--- src/rtl/frame_reduce_engine_if.sv ---
// Source-ROM read port and framebuffer write port of the reduce engine.
interface frame_reduce_engine_if;
  logic [18:0] rom_addr;
  logic [7:0]  rom_data;
  logic [18:0] ram_wraddr;
  logic [7:0]  ram_data;
  logic        ram_wren;

  modport master (
    output rom_addr,
    input  rom_data,
    output ram_wraddr,
    output ram_data,
    output ram_wren
  );

  modport slave (
    input  rom_addr,
    output rom_data,
    input  ram_wraddr,
    input  ram_data,
    input  ram_wren
  );
endinterface

--- src/rtl/frame_reduce_engine.sv ---
// One-shot image engine: copy, decimate or block-average a grayscale ROM image
// into the centre of the framebuffer. Runs once after each reset release.
//
// state   | meaning
// --------+-----------------------------------------------------------
// START   | capture mode/factor, clear counters, present first address
// ADDR    | rom_addr holds the current sample address
// LATCH   | rom_data valid: store/accumulate, step to next sample or write
// WRITE   | ram_wren high with the output pixel and its address
// DONE    | all pixels written (or reserved mode); wait for reset
module frame_reduce_engine #(
  parameter int SRC_W = 160,
  parameter int SRC_H = 120,
  parameter int FB_W  = 640,
  parameter int FB_H  = 480
) (
  input  logic                  clk,
  input  logic                  reset,
  input  logic [1:0]            mode,
  input  logic                  fator4,
  output logic                  done,
  frame_reduce_engine_if.master bus
);

  localparam int AW = 19;
  localparam int XW = $clog2(SRC_W + 1);
  localparam int YW = $clog2(SRC_H + 1);

  localparam logic [2:0] S_START = 3'd0;
  localparam logic [2:0] S_ADDR  = 3'd1;
  localparam logic [2:0] S_LATCH = 3'd2;
  localparam logic [2:0] S_WRITE = 3'd3;
  localparam logic [2:0] S_DONE  = 3'd4;

  localparam logic [1:0] M_COPY = 2'b00;
  localparam logic [1:0] M_AVG  = 2'b10;
  localparam logic [1:0] M_RSVD = 2'b11;

  logic [2:0]    state_q, state_d;
  logic [1:0]    mode_q, mode_d;
  logic [1:0]    shift_q, shift_d;    // log2 of the reduction factor
  logic [XW-1:0] ox_q, ox_d;
  logic [YW-1:0] oy_q, oy_d;
  logic [1:0]    si_q, si_d;
  logic [1:0]    sj_q, sj_d;
  logic [11:0]   acc_q, acc_d;
  logic [AW-1:0] rom_addr_q, rom_addr_d;
  logic [AW-1:0] ram_wraddr_q, ram_wraddr_d;
  logic [7:0]    ram_data_q, ram_data_d;
  logic          ram_wren_q, ram_wren_d;
  logic          done_q, done_d;

  int          ow_i, oh_i, x0_i, y0_i;
  logic [1:0]  f_m1;
  logic        is_avg;
  logic        last_sample;
  logic        last_col;
  logic        last_pix;
  logic [11:0] sum;
  logic [7:0]  avg_val;

  // Source address of sample (i, j) inside the block of output pixel (ox, oy).
  function automatic logic [AW-1:0] src_addr(input logic [XW-1:0] ox,
                                             input logic [YW-1:0] oy,
                                             input logic [1:0]    i,
                                             input logic [1:0]    j,
                                             input logic [1:0]    sh);
    int sx;
    int sy;
    sx = (int'(ox) << sh) + int'(i);
    sy = (int'(oy) << sh) + int'(j);
    return AW'(sy * SRC_W + sx);
  endfunction

  // Output geometry, block position and the averaged value for the current pixel.
  always_comb begin
    ow_i = SRC_W >> shift_q;
    oh_i = SRC_H >> shift_q;
    x0_i = (FB_W - ow_i) / 2;
    y0_i = (FB_H - oh_i) / 2;
    case (shift_q)
      2'd0:    f_m1 = 2'd0;
      2'd1:    f_m1 = 2'd1;
      default: f_m1 = 2'd3;
    endcase
    is_avg      = (mode_q == M_AVG);
    last_sample = !is_avg || ((si_q == f_m1) && (sj_q == f_m1));
    last_col    = (int'(ox_q) == ow_i - 1);
    last_pix    = last_col && (int'(oy_q) == oh_i - 1);
    sum         = acc_q + {4'd0, bus.rom_data};
    // Block of F*F samples: divide by 4 (F=2) or 16 (F=4), flooring.
    avg_val     = (shift_q == 2'd1) ? 8'(sum >> 2) : 8'(sum >> 4);
  end

  // Sequencer: walks output pixels in raster order and the samples of each block.
  always_comb begin
    state_d      = state_q;
    mode_d       = mode_q;
    shift_d      = shift_q;
    ox_d         = ox_q;
    oy_d         = oy_q;
    si_d         = si_q;
    sj_d         = sj_q;
    acc_d        = acc_q;
    rom_addr_d   = rom_addr_q;
    ram_wraddr_d = ram_wraddr_q;
    ram_data_d   = ram_data_q;
    ram_wren_d   = 1'b0;
    done_d       = done_q;

    case (state_q)
      S_START: begin
        mode_d     = mode;
        shift_d    = (mode == M_COPY) ? 2'd0 : (fator4 ? 2'd2 : 2'd1);
        ox_d       = '0;
        oy_d       = '0;
        si_d       = 2'd0;
        sj_d       = 2'd0;
        acc_d      = 12'd0;
        rom_addr_d = '0;
        if (mode == M_RSVD) begin
          state_d = S_DONE;
          done_d  = 1'b1;
        end else begin
          state_d = S_ADDR;
        end
      end

      S_ADDR: state_d = S_LATCH;

      S_LATCH: begin
        if (!last_sample) begin
          acc_d = sum;
          if (si_q == f_m1) begin
            si_d = 2'd0;
            sj_d = sj_q + 2'd1;
          end else begin
            si_d = si_q + 2'd1;
          end
          rom_addr_d = src_addr(ox_q, oy_q, si_d, sj_d, shift_q);
          state_d    = S_ADDR;
        end else begin
          acc_d        = 12'd0;
          si_d         = 2'd0;
          sj_d         = 2'd0;
          ram_data_d   = is_avg ? avg_val : bus.rom_data;
          ram_wraddr_d = AW'((y0_i + int'(oy_q)) * FB_W + x0_i + int'(ox_q));
          ram_wren_d   = 1'b1;
          state_d      = S_WRITE;
        end
      end

      S_WRITE: begin
        if (last_pix) begin
          state_d = S_DONE;
          done_d  = 1'b1;
        end else begin
          if (last_col) begin
            ox_d = '0;
            oy_d = oy_q + YW'(1);
          end else begin
            ox_d = ox_q + XW'(1);
          end
          rom_addr_d = src_addr(ox_d, oy_d, 2'd0, 2'd0, shift_q);
          state_d    = S_ADDR;
        end
      end

      S_DONE: state_d = S_DONE;

      default: state_d = S_START;
    endcase
  end

  // State and registered outputs; reset aborts and clears everything.
  always_ff @(posedge clk or negedge reset) begin
    if (!reset) begin
      state_q      <= S_START;
      mode_q       <= 2'b00;
      shift_q      <= 2'd0;
      ox_q         <= '0;
      oy_q         <= '0;
      si_q         <= 2'd0;
      sj_q         <= 2'd0;
      acc_q        <= 12'd0;
      rom_addr_q   <= '0;
      ram_wraddr_q <= '0;
      ram_data_q   <= 8'd0;
      ram_wren_q   <= 1'b0;
      done_q       <= 1'b0;
    end else begin
      state_q      <= state_d;
      mode_q       <= mode_d;
      shift_q      <= shift_d;
      ox_q         <= ox_d;
      oy_q         <= oy_d;
      si_q         <= si_d;
      sj_q         <= sj_d;
      acc_q        <= acc_d;
      rom_addr_q   <= rom_addr_d;
      ram_wraddr_q <= ram_wraddr_d;
      ram_data_q   <= ram_data_d;
      ram_wren_q   <= ram_wren_d;
      done_q       <= done_d;
    end
  end

  assign bus.rom_addr   = rom_addr_q;
  assign bus.ram_wraddr = ram_wraddr_q;
  assign bus.ram_data   = ram_data_q;
  assign bus.ram_wren   = ram_wren_q;
  assign done           = done_q;

endmodule

--- src/flat_wrapper.sv ---
// flat-port wrapper written by rule: the top's interface ports become plain ports
module frame_reduce_engine_flat 
#(
  parameter int SRC_W = 160,
  parameter int SRC_H = 120,
  parameter int FB_W  = 640,
  parameter int FB_H  = 480
)
  (clk, reset, mode, fator4, done, bus_rom_addr, bus_rom_data, bus_ram_wraddr, bus_ram_data, bus_ram_wren);
  frame_reduce_engine_if bus_i ();
  input  logic clk;
  input  logic reset;
  input  logic [1:0] mode;
  input  logic fator4;
  output logic done;
  output wire logic [$bits(bus_i.rom_addr)-1:0] bus_rom_addr;
  input wire logic [$bits(bus_i.rom_data)-1:0] bus_rom_data;
  output wire logic [$bits(bus_i.ram_wraddr)-1:0] bus_ram_wraddr;
  output wire logic [$bits(bus_i.ram_data)-1:0] bus_ram_data;
  output wire logic [$bits(bus_i.ram_wren)-1:0] bus_ram_wren;
  assign bus_rom_addr = bus_i.rom_addr;
  assign bus_i.rom_data = bus_rom_data;
  assign bus_ram_wraddr = bus_i.ram_wraddr;
  assign bus_ram_data = bus_i.ram_data;
  assign bus_ram_wren = bus_i.ram_wren;
  frame_reduce_engine #(.SRC_W(SRC_W), .SRC_H(SRC_H), .FB_W(FB_W), .FB_H(FB_H)) u_core (.clk(clk), .reset(reset), .mode(mode), .fator4(fator4), .done(done), .bus(bus_i));
endmodule
--- config.mk ---
export PLATFORM = sky130hd
export DESIGN_NAME = frame_reduce_engine_flat
export DESIGN_NICKNAME = d
export VERILOG_FILES = /design/src/rtl/frame_reduce_engine_if.sv /design/src/rtl/frame_reduce_engine.sv /design/src/flat_wrapper.sv
export SDC_FILE = /design/constraint.sdc
export NUM_CORES = 1
export LEC_CHECK = 0
export CORE_MARGIN = 2
export CORE_UTILIZATION = 55
export DETAILED_ROUTE_END_ITERATION = 6
export PLACE_DENSITY = 0.83
export SYNTH_ARGS = -nofsm -noshare
export SYNTH_HDL_FRONTEND = slang
export SYNTH_SLANG_ARGS = --single-unit
--- constraint.sdc ---
create_clock -name clk -period 6 [get_ports clk]
set_input_delay 1.5 -clock clk [delete_from_list [all_inputs] [get_ports clk]]
set_output_delay 1.5 -clock clk [all_outputs]
set_load 0.05 [all_outputs]
Word level (Yosys, flattened, before mapping)

Index checks and enable logic that the tools add are counted.

Bits in registers: 86
Output and inout bits: 48
Word-level logic and storage cells: 110

Add/sub/neg operators: 18
Multipliers: 3
Equal/unequal tests: 15
Shift-type cells: 6
Muxes and demuxes: 39
Bitwise operators: 2
Reductions and logical operators: 14

Operator list:

| kind                                                                  | number |
|---|---|
| 32-bit by 4-bit multiplier with 14-bit output (second input constant) | 2 |
| 7-bit by 2-bit << shifter with 32-bit output                          | 2 |
| 32-bit by 2-bit subtractor with 32-bit output (second input constant) | 2 |
| 19-bit adder                                                          | 3 |
| 19-bit one-hot mux with 3 select lines                                | 1 |
| 8-bit two-way mux                                                     | 6 |
| 19-bit two-way mux                                                    | 2 |
| 8-bit by 2-bit << shifter with 19-bit output                          | 2 |
| 32-bit by 1-bit adder with 32-bit output                              | 1 |
| 32-bit by 3-bit adder with 32-bit output                              | 1 |
| 32-bit by 8-bit adder with 32-bit output                              | 1 |
| 8-bit by 32-bit equality test with 1-bit output                       | 1 |
| 9-bit by 32-bit equality test with 1-bit output                       | 1 |
| 32-bit by 4-bit multiplier with 12-bit output (second input constant) | 1 |
| 7-bit by 2-bit >> shifter with 32-bit output (first input constant)   | 1 |
| 8-bit by 2-bit >> shifter with 32-bit output (first input constant)   | 1 |
| 10-bit by 32-bit subtractor with 32-bit output (first input constant) | 1 |
| 11-bit by 32-bit subtractor with 32-bit output (first input constant) | 1 |
| 7-bit two-way mux                                                     | 4 |
| 12-bit one-hot mux with 2 select lines                                | 1 |
| 2-bit two-way mux                                                     | 11 |
| 19-bit by 1-bit adder with 19-bit output                              | 1 |
| 19-bit by 3-bit adder with 19-bit output                              | 1 |
| 19-bit by 9-bit adder with 19-bit output                              | 1 |
| 30 further kinds                                                      | 48 |

Depth between registers and ports, before layout

Gate-level depths: netlist of the first run.

Depth after elaboration: 12
Depth in mapped cells: 28
Mapped depth without buffers: 25

Least setup slack after synthesis of the first run

Ideal clock, no wire load.

Kind: register to register
Start point: reg u_core.shift_q[1]
End point: reg u_core.rom_addr_q[16] (netlist: u_core.bus.rom_addr[16])
Library setup time: 0.126 ns
Arrival time: 6.333 ns
Setup slack: -0.459 ns
Stages on the path, launching flop included: 28
Clock period less this slack: 6.459 ns
Path through: dfrtp_1 -> buf_6 -> clkbuf_1 -> inv_1 -> clkbuf_1 -> ha_1 -> clkbuf_1 -> xnor2_1 -> nand4_1 -> or3_1 -> buf_2 -> nor2_1 -> xnor2_1 -> mux2i_1 -> nand2_1 -> nand2_1 -> ha_1 -> ha_1 -> fa_1 -> xor2_1 -> ha_1 -> o21ai_0 -> a2111oi_0 -> nand2_1 -> nor4b_1 -> xnor2_1 -> nor3_1 -> a221o_1

Longest elaborated chain between the ends: 11
Elaborated cells on any way between the ends: 42
Those cells by class: add/sub (6); mul (2); eq/ne (7); shift (6); mux (16); reduce/logical (5)

Ends and longest elaborated chain:

| element                                                                                                  | line                                                                             | RTL |
|---|---|---|
| start, declared                                                                                          | frame_reduce_engine.sv:41                                                        | `logic [1:0] shift_q, shift_d;` |
| start signal, assigned                                                                                   | frame_reduce_engine.sv:194                                                       | `shift_q <= shift_d;` |
| 8-bit by 2-bit >> shifter with 32-bit output, or another cell as far along                               | frame_reduce_engine.sv:77                                                        | `ow_i = SRC_W >> shift_q;` |
| 32-bit by 2-bit subtractor with 32-bit output or 2-bit one-hot mux with 2 select lines (tied branches)   | frame_reduce_engine.sv:88, frame_reduce_engine.sv:81                             |  |
| 9-bit by 32-bit equality test with 1-bit output or 2-bit equality test (tied branches)                   | frame_reduce_engine.sv:88, frame_reduce_engine.sv:87, frame_reduce_engine.sv:134 |  |
| 7-bit two-way mux or 2-bit two-way mux (tied branches)                                                   | frame_reduce_engine.sv:158, frame_reduce_engine.sv:134                           |  |
| 7-bit two-way mux or 2-bit two-way mux (tied branches)                                                   | frame_reduce_engine.sv:154, frame_reduce_engine.sv:132                           |  |
| 7-bit two-way mux or 2-bit two-way mux (tied branches)                                                   | frame_reduce_engine.sv:111                                                       | `case (state_q)` |
| 7-bit by 2-bit << shifter with 32-bit output or 32-bit by 3-bit adder with 32-bit output (tied branches) | frame_reduce_engine.sv:71                                                        | `sy = (int'(oy) << sh) + int'(j);` |
| 32-bit by 4-bit multiplier with 14-bit output                                                            | frame_reduce_engine.sv:72                                                        | `return AW'(sy * SRC_W + sx);` |
| 19-bit adder                                                                                             | frame_reduce_engine.sv:72                                                        |  |
| 19-bit two-way mux, on equally long branches                                                             | frame_reduce_engine.sv:154, frame_reduce_engine.sv:132                           |  |
| 19-bit one-hot mux with 3 select lines                                                                   | frame_reduce_engine.sv:111                                                       |  |
| end signal, assigned                                                                                     | frame_reduce_engine.sv:200                                                       | `rom_addr_q <= rom_addr_d;` |
| end, declared                                                                                            | frame_reduce_engine.sv:47                                                        | `logic [AW-1:0] rom_addr_q, rom_addr_d;` |

Several ways; a longest one is shown, not always the timed one. The select of a mux whose other input is x is not followed.
A chain may end at the register's enable or synchronous reset.

Worst setup path in the final report of the first run

Start point: reg u_core.shift_q[1]
End point: reg u_core.rom_addr_q[18] (netlist: u_core.bus.rom_addr[18])

Same word-level chain as after synthesis.

==> results of run 1 <==
-- power breakdown --
group          internal (mW)  switching, mW
clock                  0.333          0.279
sequential             0.770          0.131
combinational           1.20           2.10
total                   2.30           2.51
-- per-layer routing --
metal / vias to the layer above / global-route usage / part of all wire
met3: 52 / 0.03922 / 0.059
met5: - / 0 / 0
met1: 3558 / 0.3470 / 0.44
met4: 0 / 0.1068 / 0.030
met2: 287 / 0.4360 / 0.47
li1: 3728 / - / -
-- cells by family after synthesis --
logic type                 synth area share
buffers and inverters               0.04920
other                             0.0004363
muxes                               0.03348
xor gates and xnor gates             0.1009
adders and majority gates            0.1761
and+or+nand+nor                      0.1802
DFF                                  0.2504
AOI/OAI and AO/OA                    0.2093
-- state kept, by name, indices dropped and copies added (netlist names) --
signal and count:
u_core.acc_q 12, u_core.bus.ram_data 8, u_core.bus.ram_wraddr 19, u_core.bus.ram_wren 1, u_core.bus.rom_addr 19, u_core.done 1, u_core.mode_q 2, u_core.ox_q 8
u_core.oy_q 7, u_core.shift_q 2, u_core.si_q 2, u_core.sj_q 2, u_core.state_q 3
-- critical path: stages, from the launching register on --
cell and delay [ns]:
dfrtp_2 0.48, inv_1 0.11, ha_1 0.28, nor2b_1 0.22, a22oi_1 0.15, xnor2_1 0.25
ha_1 0.21, inv_1 0.05, fa_1 0.42, nor3b_2 0.26, nand3_1 0.15, a21oi_1 0.19
xor2_1 0.23, ha_1 0.27, ha_1 0.37, and2_1 0.20, a311oi_2 0.33, xnor2_1 0.23
nand4_1 0.27, or4b_2 0.69, o31ai_1 0.21
-- final cells by class --
| type | count | area (um^2) | area share |
|---|---|---|---|
| repair buffers | 76 | 718.2 | 0.07407 |
| inverters | 48 | 181.4 | 0.01871 |
| clock inverters | 7 | 91.34 | 0.009421 |
| well taps | 211 | 264.0 | 0.02723 |
| clock buffers | 9 | 225.2 | 0.02323 |
| multi-input cells | 842 | 6062 | 0.6252 |
| flip-flops and latches | 86 | 2153 | 0.2221 |
-- metrics by stage --
stage,utilization,power (mW),hold WS (ns)
detailed placement,0.6119,4.149,0.4651
finish,0.6354,4.818,0.4747
global placement,0.6119,4.080,0.4586
floorplan,-,3.356,0.4538
global route,0.6354,5.182,0.4929
CTS,0.6326,4.792,0.4803
-- final timing paths --
| check | start | end | slack [ns] | cells after the start |
|---|---|---|---|---|
| hold / removal | u_core.bus.ram_wraddr[7] | u_core.bus.ram_wraddr[7] | 0.47 | 2 |
| setup / recovery | u_core.shift_q[1] | u_core.bus.rom_addr[18] | 0.35 | 20 |
| max in group asynchronous | reset | u_core.shift_q[1] | 3.84 | 2 |
| hold reg to reg | u_core.bus.ram_wraddr[7] | u_core.bus.ram_wraddr[7] | 0.47 | 2 |
| min in group asynchronous | reset | u_core.bus.ram_wraddr[12] | 0.94 | 1 |
| setup reg to reg | u_core.shift_q[1] | u_core.bus.rom_addr[18] | 0.35 | 20 |
-- placed cells by master (no fill, tap or decap), types with 8 or more instances in the layout --
master	instances
a22o_1	13
o21ai_0	73
and2_1	14
inv_1	47
o21a_1	10
fa_1	10
clkbuf_16	9
nor2_1	91
clkdlybuf4s50_1	59
nor3_1	19
buf_4	17
dfrtp_1	85
and3_1	15
a31oi_1	10
nor2b_1	12
xnor2_1	57
mux2i_1	16
a21oi_1	54
nand2_1	109
a21o_1	19
o31ai_1	18
nand3_1	26
or2_2	8
a211oi_1	13
xor2_1	41
o21bai_1	9
ha_1	104
-- what timing repair did --
| action | CTS | global route |
|---|---|---|
| setup buffers | 0 | 1 |
| endpoints found under the setup margin | 0 | 2 |
| resized for setup | 0 | 7 |
==> impl_metrics.yaml, run 1 <==
layout:
  fin_cells: 1279
  syn2layout_area_growth_pct: 12.79
  fillers: 1276
  fin_nets: 1191
  finalInstanceArea_mm2: 0.009696
  antenna_cells: 0
  drive_gt1_frac: 0.06742
logic_synthesis:
  syn_nets: 1157
  syn_inst: 1029
  synth_seq_cells: 86
  synth_top_area_cell: "dfrtp_1"
  synth_cell_type_count: 76
  synth_area_per_cell_um2: 8.353
  yosysTopAreaCellShare: 0.2504
  synthMostInstantiatedCell: "nand2_1"
  synth-main-ff-cell: "dfrtp_1"
  yosys_warnings: 0
  synth.area.top_cells: "dfrtp_1 25%, ha_1 15%, xnor2_1 5.8%"
  ys_seq_area_frac: 0.2504
  asyncSetResetFlopFracSynth: 1.000
  synth_area_mm2: 0.008596
  synth_edf_count: 0
  ys_top_cells_by_count: "109 x nand2_1, 105 x ha_1, 92 x nor2_1, 86 x dfrtp_1, 73 x o21ai_0"
route:
  wire_per_inst_um: 16.79
  wl_um: 21470
  antenna_left: 0
  first_iter_violations: 568
  firstDrtPassIters: 5
  vias: 7625
  viasPerCell: 5.962
  drc_errors: 0
place:
  postPlaceCellArea_mm2: 0.009336
  placed_cells: 1262
  portBuffers: 60
  post-place-ws_ns: 0.1982
  place_congestion: 0.9453
  dp_hpwl_um: 16060
global_route:
  grt_pass1_wl_um: 35250
  grt_antenna_before_repair: 0
  grt_pass1_vias: 7214
  globalRouteOverflowTotal: 0
  grt_max_degree: 80
  grtUsageTotal: 0.2631
sta:
  period_share: 0.9423
  rsz0062_at_grt: "no"
  worst_slack_ns: 0.3461
  slew_headroom: 0.1629
  finalHoldViolCount: 0
  period_needed_ns: 5.654
  drv_slew: 0
  setup_tns_ns: 0
  skew_ns: 0.01068
  tightest_slew_ns: 1.251
  setup-violations-final: 0
  fmax_mhz: 176.9
critical_path:
  required_ns: 6.27
  startpoint_type: "flip-flop"
  critical_path_class: "flip-flop to flip-flop"
  end_kind: "flip-flop"
  critPathMaxFanout: 10
  worst_ep_arrival_time_ns: 5.93
power:
  power.ir.vdd_worst_uv: 280.4
  p_leak_nw: 4.519
  powerDensity_mw_per_mm2: 496.9
cts:
  clk_pin_slew_ns: 0.07
  clock-sinks: 86
  cts_buffer_depth: 2
  cts_root_buffer: "clkbuf_16"
  cts_hold_repair.buffers: 0
  htreeDepth: 3
  clkLatencyLatePin_ns: 0.36
  numCtsBuffers: 9
  tritoncts: "yes"
hold_path:
  min_path_type: "flip-flop to flip-flop"
die:
  fp.dieH_um: 129.0
  row_count: 45
  die_area_mm2: 0.01664
  io_pins: 61
  core_mm2: 0.01526
  die_w_um: 129.0
  initial_utilization: 0.5633
run:
  max-cap-violations: 0
status:
  status: "finished, final reports clean"
No activity file was read; power rests on OpenSTA's default activity.
==> inputs of run 2 (changes only) <==
Settings changed: CORE_MARGIN 2 to default, GPL_TIMING_DRIVEN from default to 1.
Clock period 6 ns to 4.86 ns, I/O delays scaled along.
==> run 2 against run 1 <==
Register-to-register slack lost 0.73 ns. Global-route usage increased by 6.1 points. Routed wire length increased by 26%. Die area down 3.1%. Via count is 14% higher. Sequential share of layout area shrank 3.4 points. Maximum frequency increased by 7.8%. Worst setup slack got worse by 0.73 ns. The run now ends with setup timing left. Sequential power is 23% higher. First-iteration DRC count up 66%.
==> impl_metrics.yaml, run 2 (synthesis results as in run 1) <==
layout:
  multi_input_area_mm2: 0.006849
  seqCellArea_mm2: 0.002155
  drive_gt1_frac: 0.2515
  fin_cells: 1385
  fillers: 978
  final_common_cell: "buf_4"
  final_core_util: 0.7533
  fin_nets: 1320
  final_cell_mix: "139 x buf_4, 106 x nand2_1, 85 x nor2_1"
  finalInstanceArea_mm2: 0.01145
  antenna_cells: 0
  syn2layout_area_growth_pct: 33.23
power:
  power.ir.vdd_worst_uv: 381.4
  powerDensity_mw_per_mm2: 596.9
  p_total_mw: 6.836
  p_leak_nw: 5.240
cts:
  cts_hold_repair.buffers: 0
  clock-sinks: 86
  numCtsBuffers: 9
  tritoncts: "yes"
  htreeDepth: 3
  clk_pin_slew_ns: 0.07
  cts_root_buffer: "clkbuf_16"
  clkLatencyLatePin_ns: 0.36
  cts_buffer_depth: 2
die:
  row_count: 45
  fp.dieH_um: 127.0
  io_pins: 61
  die_w_um: 127.0
  die_area_mm2: 0.01613
  core_mm2: 0.01520
  initial_utilization: 0.5654
route:
  wl_um: 27150
  wire_per_inst_um: 19.61
  antenna_left: 0
  drc_errors: 0
  firstDrtPassIters: 6
  vias: 8712
  viasPerCell: 6.290
  first_iter_violations: 943
critical_path:
  path_cells: "buf_6 -> ha_4 -> inv_4 -> ha_4 -> xor2_2 -> nand4_1 -> nor3_4 -> nand2_1 -> xor2_1 -> nand2_1 -> nand2_1 -> o22ai_2 -> ha_2 -> ha_4 -> fa_2 -> ha_4 -> or3_4 -> o21ai_2 -> a2111oi_4 -> nand2_2 -> nor4b_4 -> xnor2_1 -> nor3_1 -> a221o_1"
  crit_family: "adder cells"
  critical_path_class: "flip-flop to flip-flop"
  required_ns: 5.10
  startpoint_type: "flip-flop"
  slowest_stage: "fa_2"
  end_kind: "flip-flop"
  path_buf_inv: 2
  critPathMaxFanout: 5
  slowest_delay_ns: 0.45
  worst_ep_arrival_time_ns: 5.49
  cpMostUsedCell: "ha_4"
place:
  dp_hpwl_um: 17960
  placed_cells: 1334
  postPlaceCellArea_mm2: 0.01031
  portBuffers: 60
  place_congestion: 0.9499
global_route:
  grt_max_degree: 71
  grt_pass1_vias: 8587
  grt_pass1_wl_um: 41280
  grt_antenna_before_repair: 0
  grtUsageTotal: 0.3246
  globalRouteOverflowTotal: 0
sta:
  period_share: 1.079
  whs_ns: 0.4785
  finalHoldViolCount: 0
  skew_ns: 0.009236
  fmax_mhz: 190.6
  setup-violations-final: 8
  drv_slew: 0
  slew_headroom: 0.3906
  worst_slack_ns: -0.3862
  period_needed_ns: 5.246
  rsz0062_at_grt: "yes"
  tightest_slew_ns: 0.9141
run:
  max-cap-violations: 0
hold_path:
  min_path_type: "flip-flop to flip-flop"
status:
  violations: "setup timing"
  status: "finished with violations"
run 2: final timing paths:
kind / startpoint / to / slack, ns / depth (start not counted)
setup / recovery: u_core.shift_q[1] / u_core.bus.rom_addr[16] / -0.39 / 24
hold / removal: u_core.bus.ram_wraddr[6] / u_core.bus.ram_wraddr[6] / 0.48 / 2
setup reg to reg: u_core.shift_q[1] / u_core.bus.rom_addr[16] / -0.39 / 24
hold reg to reg: u_core.bus.ram_wraddr[6] / u_core.bus.ram_wraddr[6] / 0.48 / 2
max in group asynchronous: reset / u_core.bus.ram_data[7] / 3.11 / 2
min in group asynchronous: reset / u_core.bus.ram_wraddr[15] / 0.96 / 1
run 2: layout make-up:
cell class / instances / share of cell area
Clock buffer: 9 / 0.01967
Clock inverter: 7 / 0.006992
Inverter: 48 / 0.01704
Multi-Input combinational cell: 842 / 0.5981
Sequential cell: 86 / 0.1881
Tap cell: 188 / 0.02054
Timing Repair Buffer: 205 / 0.1496
run 2: worst min-delay path: stages (launching register included):
cell and delay [ns]:
dfrtp_1 0.34, nand2_1 0.05, o21ai_0 0.06
run 2: layer usage:
layer  GRT usage  vias to the layer above  wire, um
met5           0                        -         0
met4      0.2003                        0      1749
met3     0.06072                      148      1797
met2      0.5708                      475     13390
met1      0.3650                     4102     10220
li1            -                     3987         -
run 2: power by group:
group | leakage (nW) | total, mW | switching [mW] | internal, mW
sequential | 1.11 | 1.11 | 0.153 | 0.952
clock | 0.148 | 0.728 | 0.323 | 0.405
combinational | 3.98 | 5.00 | 2.99 | 2.02
total | 5.24 | 6.84 | 3.46 | 3.37
run 2: timing repair:
item                       in CTS  in global routing
pin swaps                      52                 40
setup endpoints to repair       7                 13
buffers inserted               26                 11
cloned                          0                  0
gates resized for setup        59                 41
run 2: through the flow:
step                      TNS, ns  worst slack, ns
after detailed placement   -1.250          -0.4683
after CTS                 -0.4330          -0.1431
after floorplan            -1.085          -0.3982
after global placement    -0.9055          -0.3376
after global routing       -3.343          -0.5567
final                      -1.794          -0.3862
==> inputs of run 3 (changes only) <==
Settings changed: CORE_UTILIZATION 55 to 56, CTS_BUF_LIST from default to sky130_fd_sc_hd__clkbuf_4, PLACE_DENSITY 0.83 to 0.85.
==> run 3 against run 2 <==
The flow still finishes with violations (setup timing). Sequential power barely moved. Sequential share of layout area rose by 1.3 points. Maximum frequency rose by 5.4%. Utilization fell by 2.6 points. Design area fell by 6.3%. Via count fell by 5.1%. Clock-buffer cell count did not move. Critical path type unchanged. Largest power group unchanged.
==> impl_metrics.yaml, run 3 (synthesis results as in run 1) <==
route:
  vias: 8265
  viasPerCell: 6.177
  first_iter_violations: 778
  drc_errors: 0
  wire_per_inst_um: 17.99
  wl_um: 24080
  antenna_left: 0
  firstDrtPassIters: 5
critical_path:
  critPathMaxFanout: 4
  end_kind: "flip-flop"
  worst_ep_arrival_time_ns: 5.37
  reg2reg_depth: 23
  worstReg2RegStart: "u_core.shift_q[0]"
  slowest_delay_ns: 0.47
  required_ns: 5.26
  slowest_stage: "dfrtp_2"
  path_cells: "ha_2 -> inv_1 -> ha_4 -> xor2_1 -> nand4_1 -> or3_4 -> nor2_4 -> xnor2_2 -> mux2i_1 -> nand2_1 -> nand2_2 -> ha_4 -> ha_4 -> fa_2 -> ha_2 -> or3_4 -> o21ai_2 -> a2111oi_4 -> nand2_2 -> nor4b_4 -> xnor2_1 -> nor3_1 -> a221o_1"
  cpMostUsedCell: "ha_4"
  r2r-end: "u_core.bus.rom_addr[16]"
  r2r_setup_slack_ns: -0.12
  critical_path_class: "flip-flop to flip-flop"
  startpoint_type: "flip-flop"
cts:
  clkLatencyLatePin_ns: 0.50
  clk_pin_slew_ns: 0.16
  numCtsBuffers: 9
  cts_root_buffer: "clkbuf_4"
  htreeDepth: 3
  cts_buffer_depth: 2
  tritoncts: "yes"
  clock-sinks: 86
  cts_hold_repair.buffers: 0
die:
  core_mm2: 0.01475
  die_area_mm2: 0.01585
  io_pins: 61
  initial_utilization: 0.5826
  row_count: 44
  die_w_um: 125.9
  fp.dieH_um: 125.9
layout:
  final_cell_mix: "104 x nand2_1, 100 x buf_4, 87 x ha_1"
  fin_nets: 1276
  fin_cells: 1338
  syn2layout_area_growth_pct: 24.82
  finalInstanceArea_mm2: 0.01073
  drive_gt1_frac: 0.2099
  final_common_cell: "nand2_1"
  fillers: 1080
global_route:
  grt_max_degree: 54
  grt_pass1_vias: 8041
  globalRouteOverflowTotal: 0
  grtUsageTotal: 0.3062
  grt_pass1_wl_um: 39080
  grt_antenna_before_repair: 1
sta:
  setup-violations-final: 5
  fmax_mhz: 201.0
  drv_slew: 0
  period_needed_ns: 4.976
  whs_ns: 0.4936
  slew_headroom: 0.3775
  finalHoldViolCount: 0
  rsz0062_at_grt: "yes"
  tightest_slew_ns: 0.9332
  skew_ns: 0.03422
  worst_slack_ns: -0.1156
  period_share: 1.024
  setup_tns_ns: -0.3535
status:
  status: "finished with violations"
  violations: "setup timing"
place:
  placed_cells: 1304
  postPlaceCellArea_mm2: 0.01014
  portBuffers: 60
  place_congestion: 0.9337
  dp_hpwl_um: 17760
power:
  power.ir.vdd_worst_uv: 338.0
  p_total_mw: 6.227
  powerDensity_mw_per_mm2: 580.4
  p_leak_nw: 4.954
hold_path:
  whs_path_depth: 2
  holdPathEnd: "u_core.bus.ram_wraddr[8]"
  worstHoldStart: "u_core.bus.ram_wraddr[8]"
  min_path_type: "flip-flop to flip-flop"
run:
  max-cap-violations: 0
==> run 3: cell types whose count changed in the layout (fill, tap and decap cells not counted), moves of 3 or more <==
cell       before  now
buf_4         139  100
clkbuf_4        0    9
xor2_1         33   38
ha_2            2    5
ha_1           80   87
buf_6           7    0
xor2_2          9    3
nor2_4          5    2
clkbuf_16       9    0
ha_4           23   13
==> run 3: per-stage QoR <==
stage	util	worst slack [ns]
after global placement	0.6870	-0.01550
after floorplan	-	-0.3982
after global routing	0.7272	-0.3441
after detailed placement	0.6870	-0.1754
after CTS	0.7107	-0.05324
final	0.7272	-0.1156
==> run 3: per-layer routing <==
layer | GRT usage | wire length, um | vias up
li1 | - | - | 3900
met5 | 0 | 0 | -
met4 | 0.1566 | 1131 | 0
met2 | 0.5190 | 11420 | 353
met3 | 0.05735 | 1702 | 89
met1 | 0.3713 | 9822 | 3923
==> run 3: what timing repair did <==
action / in CTS / in global routing
endpoints found under the setup margin: 8 / 12
buffers inserted: 12 / 5
resized for setup: 23 / 41
pin swaps: 26 / 21
==> run 3: where the power goes <==
part	internal [mW]	switching, mW	total [mW]	leakage [nW]
Sequential	0.949	0.150	1.10	1.11
Combinational	1.83	2.83	4.66	3.77
Clock	0.168	0.303	0.471	0.0778
==> run 3: worst max-delay path by stage <==
stage / start / end / slack (ns) / cells after the start
final: u_core.shift_q[0] / u_core.bus.rom_addr[16] / -0.12 / 23
after global routing: u_core.shift_q[0] / u_core.bus.rom_addr[17] / -0.34 / 21
after CTS: u_core.shift_q[1] / u_core.bus.rom_addr[16] / -0.05 / 24
after detailed placement: u_core.shift_q[0] / u_core.bus.rom_addr[18] / -0.18 / 23
after global placement: u_core.shift_q[0] / u_core.bus.rom_addr[18] / -0.02 / 22
after floorplan: u_core.shift_q[1] / u_core.bus.rom_addr[18] / -0.40 / 27
==> run 3: critical path: cells and delay by family (launching register included) <==
family / cells / cell delay [ns]
simple gates: 9 / 1.52
xor+xnor: 3 / 0.42
mux: 1 / 0.20
flops: 1 / 0.47
buf+inv: 1 / 0.08
compound gates: 3 / 0.58
fa+ha+maj: 6 / 1.63
==> run 3: final cells by class <==
type / count / area, um^2 / share of cell area
Tap cell: 184 / 230.2 / 0.02146
Clock buffer: 9 / 67.56 / 0.006297
Clock inverter: 7 / 90.09 / 0.008397
Inverter: 48 / 195.2 / 0.01819
Timing Repair Buffer: 161 / 1381 / 0.1287
Sequential cell: 86 / 2155 / 0.2008
Antenna cell: 1 / 2.502 / 0.0002332
Multi-Input combinational cell: 842 / 6608 / 0.6159
